[config.mk]
export PLATFORM = sky130hd
export DESIGN_NAME = pick_issue_stage
export DESIGN_NICKNAME = d
export VERILOG_FILES = /design/src/rtl/pick_issue_stage.sv
export SDC_FILE = /design/constraint.sdc
export NUM_CORES = 1
export LEC_CHECK = 0
export ABC_CLOCK_PERIOD_IN_PS = 3500
export BUFFER_PORTS_ARGS = -buffer_cell sky130_fd_sc_hd__buf_2
export CORE_MARGIN = 2
export CORE_UTILIZATION = 53
export CTS_CLUSTER_SIZE = 16
export DETAILED_ROUTE_END_ITERATION = 8
export GPL_ROUTABILITY_DRIVEN = 0
export HOLD_SLACK_MARGIN = 0.05
export PLACE_DENSITY = 0.8
export SLEW_MARGIN = 20
export SYNTH_ARGS = -nofsm -noshare
export SYNTH_HDL_FRONTEND = slang
export SYNTH_SLANG_ARGS = --single-unit
[constraint.sdc]
create_clock -name clk -period 3.5 [get_ports clk]
set_input_delay 0.175 -clock clk [delete_from_list [all_inputs] [get_ports clk]]
set_output_delay 0.175 -clock clk [all_outputs]
set_load 0.03 [all_outputs]
[src/rtl/pick_issue_stage.sv]
// Issue stage behind the two-stage picker: grants picks into a 2-entry FIFO,
// issues the head to a fixed-occupancy FU and reports completion and in-flight entries.
module pick_issue_stage #(
    parameter int N    = 8,
    parameter int IDXW = 3,
    parameter int LAT  = 2
) (
    input  logic            clk,
    input  logic            rst_n,
    input  logic            pick_vld_i,
    input  logic [N-1:0]    pick_oh_i,
    output logic            grant_o,
    output logic            iss_vld_o,
    output logic [IDXW-1:0] iss_idx_o,
    output logic [N-1:0]    iss_oh_o,
    input  logic            iss_rdy_i,
    output logic            done_vld_o,
    output logic [N-1:0]    done_oh_o,
    output logic [N-1:0]    inflight_o,
    output logic            err_o
);

    localparam int BW = $clog2(LAT + 1);
    localparam logic [N-1:0] OH_ONE = {{(N-1){1'b0}}, 1'b1};

    logic [N-1:0]    fifo_q [2];
    logic [N-1:0]    fifo_d [2];
    logic [1:0]      count_q, count_d;
    logic            wr_ptr_q, wr_ptr_d;
    logic            rd_ptr_q, rd_ptr_d;
    logic [BW-1:0]   busy_cnt_q, busy_cnt_d;
    logic            err_q, err_d;
    logic [LAT-1:0]  dp_vld_q;
    logic [N-1:0]    dp_oh_q [LAT];

    logic            grant, legal, pick_onehot, push, busy, iss_vld, fire;
    logic [N-1:0]    iss_oh, inflight;
    logic [IDXW-1:0] iss_idx;

    // The full check uses only registered count, so a same-cycle pop never opens the FIFO.
    assign grant       = pick_vld_i & (count_q != 2'd2);
    assign pick_onehot = (pick_oh_i != '0) && ((pick_oh_i & (pick_oh_i - OH_ONE)) == '0);
    assign legal       = pick_onehot && ((pick_oh_i & inflight) == '0);
    assign push        = grant & legal;
    assign busy        = (busy_cnt_q != '0);
    assign iss_oh      = fifo_q[rd_ptr_q];
    assign iss_vld     = (count_q != 2'd0) & ~busy;
    assign fire        = iss_vld & iss_rdy_i;

    always_comb begin
        iss_idx = '0;
        for (int i = 0; i < N; i++) begin
            if (iss_oh[i]) iss_idx = iss_idx | IDXW'(i);
        end
    end

    // Popped slots are zeroed, so OR-ing both slots gives exactly the valid entries.
    always_comb begin
        inflight = fifo_q[0] | fifo_q[1];
        for (int i = 0; i < LAT; i++) begin
            inflight = inflight | dp_oh_q[i];
        end
    end

    always_comb begin
        fifo_d[0] = fifo_q[0];
        fifo_d[1] = fifo_q[1];
        if (push) fifo_d[wr_ptr_q] = pick_oh_i;
        if (fire) fifo_d[rd_ptr_q] = '0;
        wr_ptr_d = wr_ptr_q ^ push;
        rd_ptr_d = rd_ptr_q ^ fire;
        case ({push, fire})
            2'b10:   count_d = count_q + 2'd1;
            2'b01:   count_d = count_q - 2'd1;
            default: count_d = count_q;
        endcase
        if (fire)      busy_cnt_d = BW'(LAT - 1);
        else if (busy) busy_cnt_d = busy_cnt_q - BW'(1);
        else           busy_cnt_d = busy_cnt_q;
        err_d = err_q | (grant & ~legal);
    end

    always_ff @(posedge clk or negedge rst_n) begin
        if (!rst_n) begin
            fifo_q[0]  <= '0;
            fifo_q[1]  <= '0;
            count_q    <= '0;
            wr_ptr_q   <= 1'b0;
            rd_ptr_q   <= 1'b0;
            busy_cnt_q <= '0;
            err_q      <= 1'b0;
            dp_vld_q   <= '0;
            for (int i = 0; i < LAT; i++) dp_oh_q[i] <= '0;
        end else begin
            fifo_q[0]  <= fifo_d[0];
            fifo_q[1]  <= fifo_d[1];
            count_q    <= count_d;
            wr_ptr_q   <= wr_ptr_d;
            rd_ptr_q   <= rd_ptr_d;
            busy_cnt_q <= busy_cnt_d;
            err_q      <= err_d;
            dp_vld_q[0] <= fire;
            dp_oh_q[0]  <= fire ? iss_oh : '0;
            for (int i = 1; i < LAT; i++) begin
                dp_vld_q[i] <= dp_vld_q[i-1];
                dp_oh_q[i]  <= dp_oh_q[i-1];
            end
        end
    end

    assign grant_o    = grant;
    assign iss_vld_o  = iss_vld;
    assign iss_idx_o  = iss_idx;
    assign iss_oh_o   = iss_oh;
    assign done_vld_o = dp_vld_q[LAT-1];
    assign done_oh_o  = dp_oh_q[LAT-1];
    assign inflight_o = inflight;
    assign err_o      = err_q;

endmodule

==> results.json <==
{
  "status": "finished, final reports clean",
  "synth_xor_xnor_area_share_pct": 2.25,
  "pwr_density_cell_mw_per_mm2": 650,
  "post-route-period-util_pct": 76.0,
  "dpl_cell_area_mm2": 0.00215,
  "drive_above_1_share_pct": 26.9,
  "row_count": 22,
  "grt_setup_unrepaired": "no",
  "path_clk_slew_ps": 80,
  "insertedDiodeCount": 0,
  "wl_met3_um": 177,
  "met2_length_mm": 1.97,
  "fin_crit_ps": 2660,
  "highest_layer": "met4",
  "grt_usage_pct": 21.4,
  "wl_per_cell_um": 14.5,
  "path_class": "register to register",
  "postCtsSetupRepairBufs": 0,
  "fmax_ghz": 0.376,
  "grt_pass1_vias": 1376,
  "die_w_um": 64.6,
  "clock_latency_ps": 290,
  "avgSynthCellArea_um2": 10.6,
  "syn_inst": 184,
  "grt_max_degree": 42,
  "first_iter_violations": 84,
  "cellLeakagePower_uw": 0.00128,
  "ys_warn_count": 0,
  "grt_pass1_wl_mm": 6.62,
  "worst_hold_slack_ps": 151,
  "final_area_mm2": 0.00228,
  "vdd_drop_max_mv": 0.276,
  "grt_antenna_before_repair": 0,
  "total_power_uw": 1480,
  "crit_path_top_delay_cell": "or4_1",
  "syn_nets": 198,
  "synth_compound_area_share_pct": 3.73,
  "start_util_pct": 54.0,
  "synth.cell_area_mm2": 0.00195,
  "skew_ps": 11.1,
  "tightest_slew_ps": 887,
  "cts_resized": 0,
  "crit_arrival_ps": 2870,
  "synth_cell_type_count": 32,
  "required_ps": 3710,
  "cts_hold_buf": 1,
  "io_buffers": 42,
  "io_pins": 43,
  "coreArea_mm2": 0.00361,
  "hold_class": "input port to register",
  "cts_num_sinks": 41,
  "path_max_fanout": 4,
  "ys_seq_elements": 41,
  "synthSimpleGateAreaFrac_pct": 20.4,
  "cts_tree": "done",
  "drc": 0,
  "setup-violations-final": 0,
  "cpMostUsedCell": "or4_1",
  "die_h_um": 64.6,
  "cts_htree_levels": 2,
  "synth_mux_area_share_pct": 13.0,
  "maxCapViolCount": 0,
  "finalSetupTns_ps": 0,
  "synth.area.top_cells": "dfrtp_1 53%, mux2i_1 12%, nand2_1 7.3%",
  "viasPerCell": 5.13,
  "yosysSeqAreaShare_pct": 52.7,
  "root_buffer": "clkbuf_8",
  "path_cells": "or4_1 > a2bb2oi_1 > nand4_2 > or4_1 > ha_1 > nor2_1 > xnor2_1",
  "clock_path_buffers": 2,
  "fin_util_pct": 63.2,
  "slew_headroom_pct": 40.9,
  "netlist.area_leader.share_pct": 52.7,
  "wl_met1_mm": 1.74,
  "yosysTopAreaCell": "dfrtp_1",
  "cts_buffers": 5,
  "ant_nets": 0,
  "via_count": 1391,
  "firstDrtPassIters": 4,
  "grt_remaining_overflow": 0,
  "syn2layout_area_growth_pct": 17.0,
  "nNetsFinal": 236,
  "synth-adder-area-share_pct": 1.29,
  "synth_top_family_by_area": "simple AND/OR/NAND/NOR gates",
  "dieArea_mm2": 0.00417,
  "cpPeakStageDelay_ps": 590,
  "dp_hpwl_mm": 2.92,
  "endpoint_kind": "register",
  "num-fill-cells": 297,
  "hold_viol_final": 0,
  "maxSlewViolCount": 0,
  "cp-start-kind": "register",
  "postRouteWirelength_mm": 3.93
}
==> metal layers <==
layer  vias to the layer above  track usage, %
li1                        692               -
met1                       658            27.1
met2                        39            36.1
met3                         2            4.51
met4                         0            7.98
met5                         -               0
==> flip-flops by register name, indices dropped and copies added (netlist names) <==
name        count
rd_ptr_q        1
done_oh_o       8
dp_vld_q        2
dp_oh_q         8
fifo_q         16
busy_cnt_q      2
count_q         2
wr_ptr_q        1
err_o           1
==> critical path, delay by kind of cell, from the launching register on <==
family / cells / cell delay (ps)
adder cells (fa/ha/maj): 1 / 330
XOR/XNOR: 1 / 120
AND/OR/NAND/NOR: 4 / 1520
AO/OA/AOI/OAI: 1 / 210
flip-flops: 1 / 390
==> stage by stage <==
stage | setup WS [ps] | std cells
CTS | 824 | 271
global placement | 880 | 262
detailed placement | 842 | 262
floorplan | 821 | 184
finish | 839 | 271
global route | 726 | 271
==> final cells by class <==
| cell class | count | area [um2] | area share (%) |
|---|---|---|---|
| clock inverters | 1 | 30.0 | 1.32 |
| inverters | 13 | 48.8 | 2.14 |
| well taps | 48 | 60.1 | 2.64 |
| multi-input cells | 117 | 798 | 35.1 |
| flip-flops and latches | 41 | 1030 | 45.1 |
| repair buffers | 44 | 228 | 10.0 |
| clock buffers | 7 | 86.3 | 3.79 |
==> synthesized netlist by cell type, drive strengths merged <==
cell     instances
mux2             2
o21bai           1
o21a             1
ha               2
nand3            3
a2bb2oi          1
and3             2
nor3             3
clkbuf           4
inv             13
xor2             1
dfrtp           41
o32ai            1
nor4             2
mux2i           23
o21ai            3
nand4            2
or4              9
buf              9
nand2b           1
o31ai            1
a21oi            1
xnor2            4
nor4b            2
nor2            14
nand2           38
==> report_power, final <==
part	internal, uW	switching [uW]	total, uW
sequential	536	67.3	603
clock	232	152	384
combinational	172	319	492
total	941	538	1480
==> cells in the final DEF (no fill, tap or decap), types with 2 or more instances in the layout <==
master / synthesis / layout
or4_4: 2 / 2
nand2_1: 38 / 38
nand3_1: 3 / 3
nor2_1: 14 / 14
or4_1: 7 / 7
mux2i_1: 23 / 23
and3_1: 2 / 2
nor3_1: 3 / 3
xnor2_1: 4 / 4
dfrtp_1: 41 / 41
mux2_2: 2 / 2
ha_1: 2 / 2
clkbuf_8: 0 / 6
o21ai_0: 2 / 2
buf_2: 1 / 42
inv_1: 13 / 13
==> cells by family (layout without fill, tap and decap cells) <==
kind of cell    Yosys count  count (layout)
simple gates             76              76
flops                    41              41
buf+inv                  26              65
mux                      25              25
compound gates            9               9
xor+xnor                  5               5
fa+ha+maj                 2               2
==> path summary, 6_finish.rpt <==
| kind | from | end | slack (ps) | cells past startpoint |
|---|---|---|---|---|
| worst max-delay path | fifo_q[5] | count_q[1] | 840 | 7 |
| worst min-delay path | iss_rdy_i | dp_oh_q[8] | 150 | 2 |
| worst max register to register | fifo_q[5] | count_q[1] | 840 | 7 |
| worst min register to register | dp_vld_q[0] | dp_vld_q[1] | 350 | 0 |
| max in group asynchronous | rst_n | rd_ptr_q | 2390 | 2 |
| min in group asynchronous | rst_n | dp_oh_q[10] | 530 | 2 |
No activity file was read; power rests on OpenSTA's default activity.
